`src/rtl/pll_sup_pkg.sv`:
```
// PLL lock supervisor shared definitions.
// State encoding and counter sizing helpers.
package pll_sup_pkg;

    typedef enum logic [2:0] {
        S_PLLRST = 3'd0,
        S_WAIT   = 3'd1,
        S_STABLE = 3'd2,
        S_RUN    = 3'd3,
        S_FAIL   = 3'd4
    } state_e;

    function automatic int max3(input int a, input int b, input int c);
        int m;
        m = a;
        if (b > m) m = b;
        if (c > m) m = c;
        return m;
    endfunction

    // Width holding 0 .. max(a,b,c)-1
    function automatic int cnt_width(input int a, input int b, input int c);
        int m;
        m = max3(a, b, c);
        return (m > 1) ? $clog2(m) : 1;
    endfunction

endpackage

```
`src/rtl/pll_lock_sync.sv`:
```
// Two-flop synchronizer for the asynchronous PLL lock input.
// Both stages clear to 0 on reset so lock is never assumed.
module pll_lock_sync (
    input  logic clk,
    input  logic rst_n,
    input  logic d,
    output logic q
);

    logic meta_q;
    logic sync_q;

    // Two-stage capture of the asynchronous input
    always_ff @(posedge clk or negedge rst_n) begin
        if (!rst_n) begin
            meta_q <= 1'b0;
            sync_q <= 1'b0;
        end else begin
            meta_q <= d;
            sync_q <= meta_q;
        end
    end

    assign q = sync_q;

endmodule

```
`src/rtl/pll_lock_supervisor.sv`:
```
// PLL lock supervisor: qualifies lock, sequences PLL and system reset.
// Optional macro PLL_SUP_LOSS_COUNT_EN adds a saturating loss_count port.
module pll_lock_supervisor
    import pll_sup_pkg::*;
#(
    parameter  int RST_CYCLES    = 16,
    parameter  int LOCK_TIMEOUT  = 65536,
    parameter  int STABLE_CYCLES = 1024,
    parameter  int LOSS_FILTER   = 4,
    parameter  int MAX_RETRY     = 7,
    localparam int RW = (MAX_RETRY > 0) ? $clog2(MAX_RETRY + 1) : 1
) (
    input  logic          clk,
    input  logic          reset_n,
    input  logic          pll_lock,
    output logic          pll_rst,
    output logic          sys_reset_n,
    output logic          locked,
    output logic          fail,
`ifdef PLL_SUP_LOSS_COUNT_EN
    output logic [7:0]    loss_count,
`endif
    output logic [RW-1:0] retry_cnt
);

    localparam int CW = cnt_width(RST_CYCLES, LOCK_TIMEOUT, STABLE_CYCLES);
    localparam int LW = (LOSS_FILTER > 1) ? $clog2(LOSS_FILTER) : 1;

    localparam logic [CW-1:0] RST_LAST  = CW'(RST_CYCLES - 1);
    localparam logic [CW-1:0] TO_LAST   = CW'(LOCK_TIMEOUT - 1);
    localparam logic [CW-1:0] STB_LAST  = CW'(STABLE_CYCLES - 1);
    localparam logic [LW-1:0] LOSS_LAST = LW'(LOSS_FILTER - 1);
    localparam logic [RW-1:0] RETRY_MAX = RW'(MAX_RETRY);

    logic          lock_s;
    state_e        state_q, state_d;
    logic [CW-1:0] cnt_q, cnt_d;
    logic [LW-1:0] lcnt_q, lcnt_d;
    logic [RW-1:0] retry_q, retry_d;
    logic          pll_rst_q, pll_rst_d;
    logic          run_q, run_d;
    logic          fail_q, fail_d;
    logic          loss_evt;

    pll_lock_sync u_sync (
        .clk   (clk),
        .rst_n (reset_n),
        .d     (pll_lock),
        .q     (lock_s)
    );

    // Next state, counters, and outputs decoded from the next state
    always_comb begin
        state_d  = state_q;
        cnt_d    = cnt_q + CW'(1);
        lcnt_d   = lcnt_q;
        retry_d  = retry_q;
        loss_evt = 1'b0;
        case (state_q)
            S_PLLRST: begin
                if (cnt_q == RST_LAST) state_d = S_WAIT;
            end
            S_WAIT: begin
                if (lock_s) begin
                    state_d = S_STABLE;
                end else if (cnt_q == TO_LAST) begin
                    if (retry_q == RETRY_MAX) begin
                        state_d = S_FAIL;
                    end else begin
                        retry_d = retry_q + RW'(1);
                        state_d = S_PLLRST;
                    end
                end
            end
            S_STABLE: begin
                if (!lock_s) begin
                    state_d = S_WAIT;
                end else if (cnt_q == STB_LAST) begin
                    state_d = S_RUN;
                    retry_d = '0;
                end
            end
            S_RUN: begin
                cnt_d = '0;
                if (lock_s) begin
                    lcnt_d = '0;
                end else if (lcnt_q == LOSS_LAST) begin
                    state_d  = S_PLLRST;
                    loss_evt = 1'b1;
                end else begin
                    lcnt_d = lcnt_q + LW'(1);
                end
            end
            S_FAIL: begin
                cnt_d = '0;
            end
            default: begin
                state_d = S_PLLRST;
            end
        endcase
        if (state_d != state_q) begin
            cnt_d  = '0;
            lcnt_d = '0;
        end
        pll_rst_d = (state_d == S_PLLRST);
        run_d     = (state_d == S_RUN);
        fail_d    = (state_d == S_FAIL);
    end

    // FSM state, counters and registered outputs
    always_ff @(posedge clk or negedge reset_n) begin
        if (!reset_n) begin
            state_q   <= S_PLLRST;
            cnt_q     <= '0;
            lcnt_q    <= '0;
            retry_q   <= '0;
            pll_rst_q <= 1'b1;
            run_q     <= 1'b0;
            fail_q    <= 1'b0;
        end else begin
            state_q   <= state_d;
            cnt_q     <= cnt_d;
            lcnt_q    <= lcnt_d;
            retry_q   <= retry_d;
            pll_rst_q <= pll_rst_d;
            run_q     <= run_d;
            fail_q    <= fail_d;
        end
    end

    assign pll_rst     = pll_rst_q;
    assign sys_reset_n = run_q;
    assign locked      = run_q;
    assign fail        = fail_q;
    assign retry_cnt   = retry_q;

`ifdef PLL_SUP_LOSS_COUNT_EN
    logic [7:0] loss_q, loss_d;

    // Saturating count of lock-loss events
    always_comb begin
        loss_d = loss_q;
        if (loss_evt && loss_q != 8'hFF) loss_d = loss_q + 8'd1;
    end

    // Loss counter register
    always_ff @(posedge clk or negedge reset_n) begin
        if (!reset_n) loss_q <= 8'd0;
        else          loss_q <= loss_d;
    end

    assign loss_count = loss_q;
`else
    logic unused_loss;
    assign unused_loss = loss_evt;
`endif

endmodule

```
`config.mk`:
```
export PLATFORM = sky130hd
export DESIGN_NAME = pll_lock_supervisor
export DESIGN_NICKNAME = d
export VERILOG_FILES = /design/src/rtl/pll_sup_pkg.sv /design/src/rtl/pll_lock_sync.sv /design/src/rtl/pll_lock_supervisor.sv
export SDC_FILE = /design/constraint.sdc
export NUM_CORES = 1
export LEC_CHECK = 0
export ABC_AREA = 1
export BUFFER_PORTS_ARGS = -buffer_cell sky130_fd_sc_hd__buf_2
export CORE_UTILIZATION = 56
export DETAILED_ROUTE_END_ITERATION = 16
export PLACE_DENSITY_LB_ADDON = 0.15
export SLEW_MARGIN = 20
export SYNTH_ARGS = -nofsm -noshare
export SYNTH_HDL_FRONTEND = slang
export SYNTH_SLANG_ARGS = --single-unit
```
`constraint.sdc`:
```
create_clock -name clk -period 5.25 [get_ports clk]
set_input_delay 1.05 -clock clk [delete_from_list [all_inputs] [get_ports clk]]
set_output_delay 1.05 -clock clk [all_outputs]
set_load 0.02 [all_outputs]
```
* Word-level counts from Yosys, hierarchy flattened
Index checks and enable logic that the tools add are counted.
Storage, ports and cells: output and inout port bits 7, memories kept 0, flip-flop bits (word level) 29, bits in read-only memories 0, word-level logic and storage cells 58, input port bits 3, latch bits 0, memory bits (writable) 0
Operators by class: muxes and demuxes 21, bitwise gates (word level) 0, shifts and indexed selects 0, equal/unequal tests 18, reduce and logical (&&, ||, !) cells 7, magnitude comparators 0, $add $sub $neg 3, div/mod/pow operators 0, multiply operators 0
Operators with widths (number):
- $mux 3 | 13
- $mux 16 | 2
- $add 16x1->16 const B | 1
- $eq 16x10->1 const B | 1
- $eq 16x16->1 const B | 1
- $eq 16x4->1 const B | 1
- $pmux 3 s5 | 1
- $eq 3x2->1 const B | 3
- $eq 3x3->1 const B | 3
- $mux 2 | 4
- $ne 2x2->1 const B | 4
- $logic_not 3->1 | 2
- $pmux 3 s2 | 1
- $reduce_and 6->1 | 1
- $reduce_bool 2->1 | 2
- $add 3x1->3 const B | 1
- $eq 3x1->1 const B | 1
- $ne 3x1->1 const B | 1
- $ne 3x3->1 | 1
- $add 2x1->2 const B | 1
- $eq 2x2->1 const B | 1
- $ne 2x1->1 const B | 1
- $reduce_and 2->1 | 1
- $reduce_or 2->1 | 1

* Logic depth before layout (Yosys ltp)
depth after elaboration 8, depth in mapped cells 12, mapped depth without buffers 11

* By module
Synthesis repeated with hierarchy kept, for this count alone.
Unflattened totals: cell total of the unflattened synthesis 201, area total of the unflattened synthesis 1651.6 sq um
Modules (own cells, without submodules):
- pll_lock_supervisor | sequential area each 676.9 sq um, area each 1601.5 sq um, cells each 199, instances 1
- pll_lock_sync | sequential area each 50.0 sq um, area each 50.0 sq um, cells each 2, instances 1

* Worst setup path before layout
Ideal clock, no wire load.
path kind reg2reg, start reg cnt_q[0], end reg cnt_q[8], stages on the path, launching flop included 13, setup time 128 ps, arrival 1630 ps, path slack 3493 ps, buffers on the path 1, path through dfrtp_1 -> ha_1 -> nand3_1 -> inv_1 -> nand2_2 -> clkinv_4 -> nand3_2 -> nand3_2 -> nor2_2 -> nand2_2 -> nand3_4 -> buf_12 -> nor2_4
On the way: word-level cells in the longest chain between the ends 6
Ends and longest elaborated chain:
- start: declaration | RTL line pll_lock_supervisor.sv:37 | logic [CW-1:0] cnt_q, cnt_d;
- start signal: assignment | RTL line pll_lock_supervisor.sv:122 | cnt_q <= cnt_d;
- $eq 16x10->1 or $eq 16x16->1 (tied branches) | RTL line pll_lock_supervisor.sv:78, pll_lock_supervisor.sv:66
- $mux 3, on equally long branches | RTL line pll_lock_supervisor.sv:78, pll_lock_supervisor.sv:66
- $mux 3, on equally long branches | RTL line pll_lock_supervisor.sv:76, pll_lock_supervisor.sv:64
- $pmux 3 s5 | RTL line pll_lock_supervisor.sv:59 | case (state_q)
- $ne 3x3->1 | RTL line pll_lock_supervisor.sv:101 | if (state_d != state_q) begin
- $mux 16 (*) | RTL line pll_lock_supervisor.sv:101
- via cnt_d[8] | RTL line pll_lock_supervisor.sv:37
Mark *: on every way through the listed nets, which the timed path passes. The rest lies on a longest branch. A chain may end at the register's enable or synchronous reset.

* Worst setup path after layout
start reg cnt_q[0], end reg cnt_q[2]
Same word-level chain as after synthesis.

==> impl_table.tex <==
\begin{tabular}{lr}
\hline
Metric & Value \\
\hline
\multicolumn{2}{l}{\textbf{Final layout}} \\
\quad N\_diodes & 0 \\
\quad Proportion of layout cells with a drive suffix above 1 & 21.2\% \\
\quad Final Instance Area & between 0.0015 and 0.002 mm2 \\
\quad Area growth, synth to finish & 6.09\% \\
\quad Post-layout net count & 228 \\
\multicolumn{2}{l}{\textbf{Die}} \\
\quad Row count & 19 \\
\quad Die extent in x & 57.2 um \\
\quad Boundary Pins & 10 \\
\quad Starting density of the core & between 60\% and 70\% \\
\quad Core ar. & 0.00283 mm2 \\
\quad Die height & between 50 and 60 um \\
\quad Die area & roughly 0.0033 mm2 \\
\multicolumn{2}{l}{\textbf{Drt}} \\
\quad Via count & 1,392 \\
\quad Violation count after the first detailed-route iteration & 68 \\
\quad Detailed Route WL & 3.23 mm \\
\quad Length of the first detailed-routing pass in iterations & 10 \\
\quad Via-per-instance ratio & 5.50 \\
\quad Avg WL per Cell & 12.8 um \\
\quad Residual antenna-violating net count after detailed routing & 0 \\
\quad Total DRC errors in the routed layout & 2 \\
\multicolumn{2}{l}{\textbf{Timing}} \\
\quad Measured slew at the worst slew-check pin & 0.630 ns \\
\quad FMAX & just under 0.5 GHz \\
\quad Final-layout worst hold slack & 0.368 ns \\
\quad Final setup violation count & 0 \\
\quad Accumulated negative setup slack & 0 ns \\
\quad Total count of hold-check failures in the final report & 0 \\
\quad Max Transition Viols Final & 0 \\
\quad Final critical path time including I/O delays and setup & 2.07 ns \\
\quad Portion of the clock cycle consumed by the worst path in the final layout & around two fifths \\
\quad Relative slew margins & 58.0\% \\
\quad Unrepaired setup endpoints after global routing & no \\
\quad Clock skew & about 0.007 ns \\
\multicolumn{2}{l}{\textbf{Clock tree}} \\
\quad Post CTS Setup Buffer Count & 0 \\
\quad Buffer depth of the longest clock path & 2 \\
\quad Clock latency on the worst-skew pair & 0.32 ns \\
\quad Number of H-tree branching levels & 2 \\
\quad CTS root buf & clkbuf\_4 \\
\quad Clock buffers created by TritonCTS & 5 \\
\quad Clock net sink count & 29 \\
\quad Cts repair resizes & 0 \\
\quad Clock transition at the register clock pins on the worst setup and hold paths after CTS & 0.09 ns \\
\quad Clock tree from TritonCTS & done \\
\quad Number of buffers inserted for hold repair after clock tree synthesis & 0 \\
\multicolumn{2}{l}{\textbf{Critical path}} \\
\quad R2R Setup Slk & 3.18 ns \\
\quad Critical R2R Launch & cnt\_q[0] \\
\quad CP max-delay cell & dfrtp\_1 \\
\quad FF-to-FF End & cnt\_q[2] \\
\quad Worst Reg2Reg Path Length in Cells & 10 \\
\quad Kind of launch point of the worst setup path & flop \\
\quad Stage delay of the slowest cell on the critical path & 0.40 ns \\
\quad Required @ worst endpoint & 5.49 ns \\
\quad Cell with the most instances on the worst path & nor2\_1 \\
\quad Critical Path AT & between 2 and 2.5 ns \\
\quad Setup crit end kind & flop \\
\quad WS Path Type & reg2reg \\
\quad Cells along the critical path & ha\_1 > nand3\_1 > inv\_1 > nand3\_2 > nor2\_1 > nor2\_1 > nor2\_2 > nand2\_2 > nand3\_4 > nor2\_1 \\
\quad Critical path fanouts, max & 18 \\
\multicolumn{2}{l}{\textbf{Synth}} \\
\quad FF+latch count, synth & 29 \\
\quad Post-Syn Area & 0.00171 mm2 \\
\quad Synth Instances & $\sim$210 \\
\quad Number of warnings printed during yosys synthesis & 0 \\
\quad Proportion of synthesized chip area in sequential cells & 42.6\% \\
\quad Synthesized net count & 215 \\
\quad Syn\_area\_per\_cell & 8.20 um2 \\
\quad Post-synth cell types & 30 \\
\multicolumn{2}{l}{\textbf{Outcome}} \\
\quad Violations in the final reports & design-rule violations \\
\quad Outcome & finished, violations left \\
\multicolumn{2}{l}{\textbf{Global route}} \\
\quad Maximum number of pins on one net before global-route repair & 30 \\
\quad Grt ovf & 0 \\
\quad Number of antenna violations at the first check in global routing & 0 \\
\quad Gr usage total & a little under a quarter \\
\quad Vias in the first global route & $\sim$1,400 \\
\quad First-pass GRT wire length & just under 6 mm \\
\multicolumn{2}{l}{\textbf{Hold path}} \\
\quad Origin of the worst min-delay path & u\_sync.meta\_q \\
\quad Worst min-delay path class & reg2reg \\
\quad Hold-critical path endpoint & u\_sync.q \\
\quad Hold path cells & 0 \\
\multicolumn{2}{l}{\textbf{Job}} \\
\quad Reported max-cap violation count & 0 \\
\multicolumn{2}{l}{\textbf{Pwr}} \\
\quad Worst vdd ir & 0.185 mV \\
\quad Total chip power & around 0.00064 W \\
\quad Leakage power total & 0.837 nW \\
\quad Power Density & 353 mW/mm2 \\
\multicolumn{2}{l}{\textbf{Placed design}} \\
\quad I/O Buffers & 9 \\
\quad Area after DPL & 0.00176 mm2 \\
\quad Final weighted congestion in routability-driven placement & 0.862 \\
\quad Placed wire-length estimate after detailed placement & 2.41 mm \\
\hline
\end{tabular}
==> layer usage <==
metal / GRT usage, % / share of wire (%) / vias up
li1: - / - / 700
met1: 28.8 / 44 / 652
met2: 39.2 / 50 / 28
met3: 6.58 / 3.3 / 12
met4: 10.8 / 2.5 / 0
met5: 0 / 0 / -
==> synthesized netlist by cell type (all sizes together) <==
cell type	count	area, um2
nor2	45	257
nand2	40	158
dfrtp	28	701
inv	26	97.6
nand3	26	163
o21ai	12	63.8
nand4	5	31.3
a21oi	4	23.8
ha	4	50.1
nor3	3	26.3
or2	3	18.8
buf	2	27.5
nand3b	2	15.0
o21bai	2	15.0
a31oi	1	6.26
clkbuf	1	3.75
clkinv	1	8.76
dfstp	1	26.3
nor4	1	6.26
o221ai	1	8.76
==> cell type report <==
cell class | instances | area, um2
fillers | 250 | 1020
well taps | 31 | 38.8
inverters | 27 | 106
clock buffers | 6 | 41.3
multi-input cells | 149 | 842
repair buffers | 9 | 45.0
flip-flops and latches | 29 | 727
clock inverters | 2 | 10.0
==> worst max path at each step <==
stage	depth (start not counted)	from	to	slack, ns
6_report	10	cnt_q[0]	cnt_q[2]	3.18
5_1_grt	11	cnt_q[0]	cnt_q[15]	2.97
4_1_cts	11	cnt_q[0]	cnt_q[2]	3.17
3_5_place_dp	11	cnt_q[0]	cnt_q[2]	3.20
3_3_place_gp	10	cnt_q[0]	cnt_q[15]	3.34
2_1_floorplan	12	cnt_q[0]	cnt_q[8]	3.49
==> critical path, delay by kind of cell, from the launching register on <==
| kind | cells | cell delay (ns) |
|---|---|---|
| fa+ha+maj | 1 | 0.24 |
| buf+inv | 1 | 0.12 |
| flops | 1 | 0.40 |
| simple gates | 8 | 1.23 |
==> registers in the layout (all words and copies together) (netlist names) <==
name	count
pll_rst	1
state_q	3
u_sync.meta_q	1
fail	1
retry_cnt	3
locked	1
cnt_q	16
u_sync.q	1
lcnt_q	2
==> layout by cell type, fill, tap and decap left out, drive strengths merged, types with 2 or more instances in the layout <==
cell type  instances
clkbuf             6
inv               26
buf                9
nand3             26
nand4              5
nand2             40
a21oi              4
o21ai             12
dfrtp             28
nor3               3
clkinv             3
o21bai             2
nor2              45
or2                3
ha                 4
nand3b             2
==> metrics by stage <==
| step | util, % | instances | setup WS, ns |
|---|---|---|---|
| 2_1_floorplan | - | 208 | 3.49 |
| 3_3_place_gp | 62.2 | 245 | 3.34 |
| 3_5_place_dp | 62.2 | 245 | 3.20 |
| 4_1_cts | 64.0 | 253 | 3.17 |
| 5_1_grt | 64.0 | 253 | 2.97 |
| 6_report | 64.0 | 253 | 3.18 |
==> power breakdown <==
part	internal, W	switching (W)	total (W)
Clock	0.0000509	0.0000730	0.000124
Combinational	0.0000651	0.000173	0.000238
Sequential	0.000252	0.0000237	0.000276
==> cells by family after synthesis <==
group                      share of synthesized area, %
adders and majority gates                          2.93
and+or+nand+nor                                    39.5
AOI/OAI and AO/OA                                  6.89
DFF                                                42.6
buffers and inverters                              8.06
No activity file was read; power rests on OpenSTA's default activity.
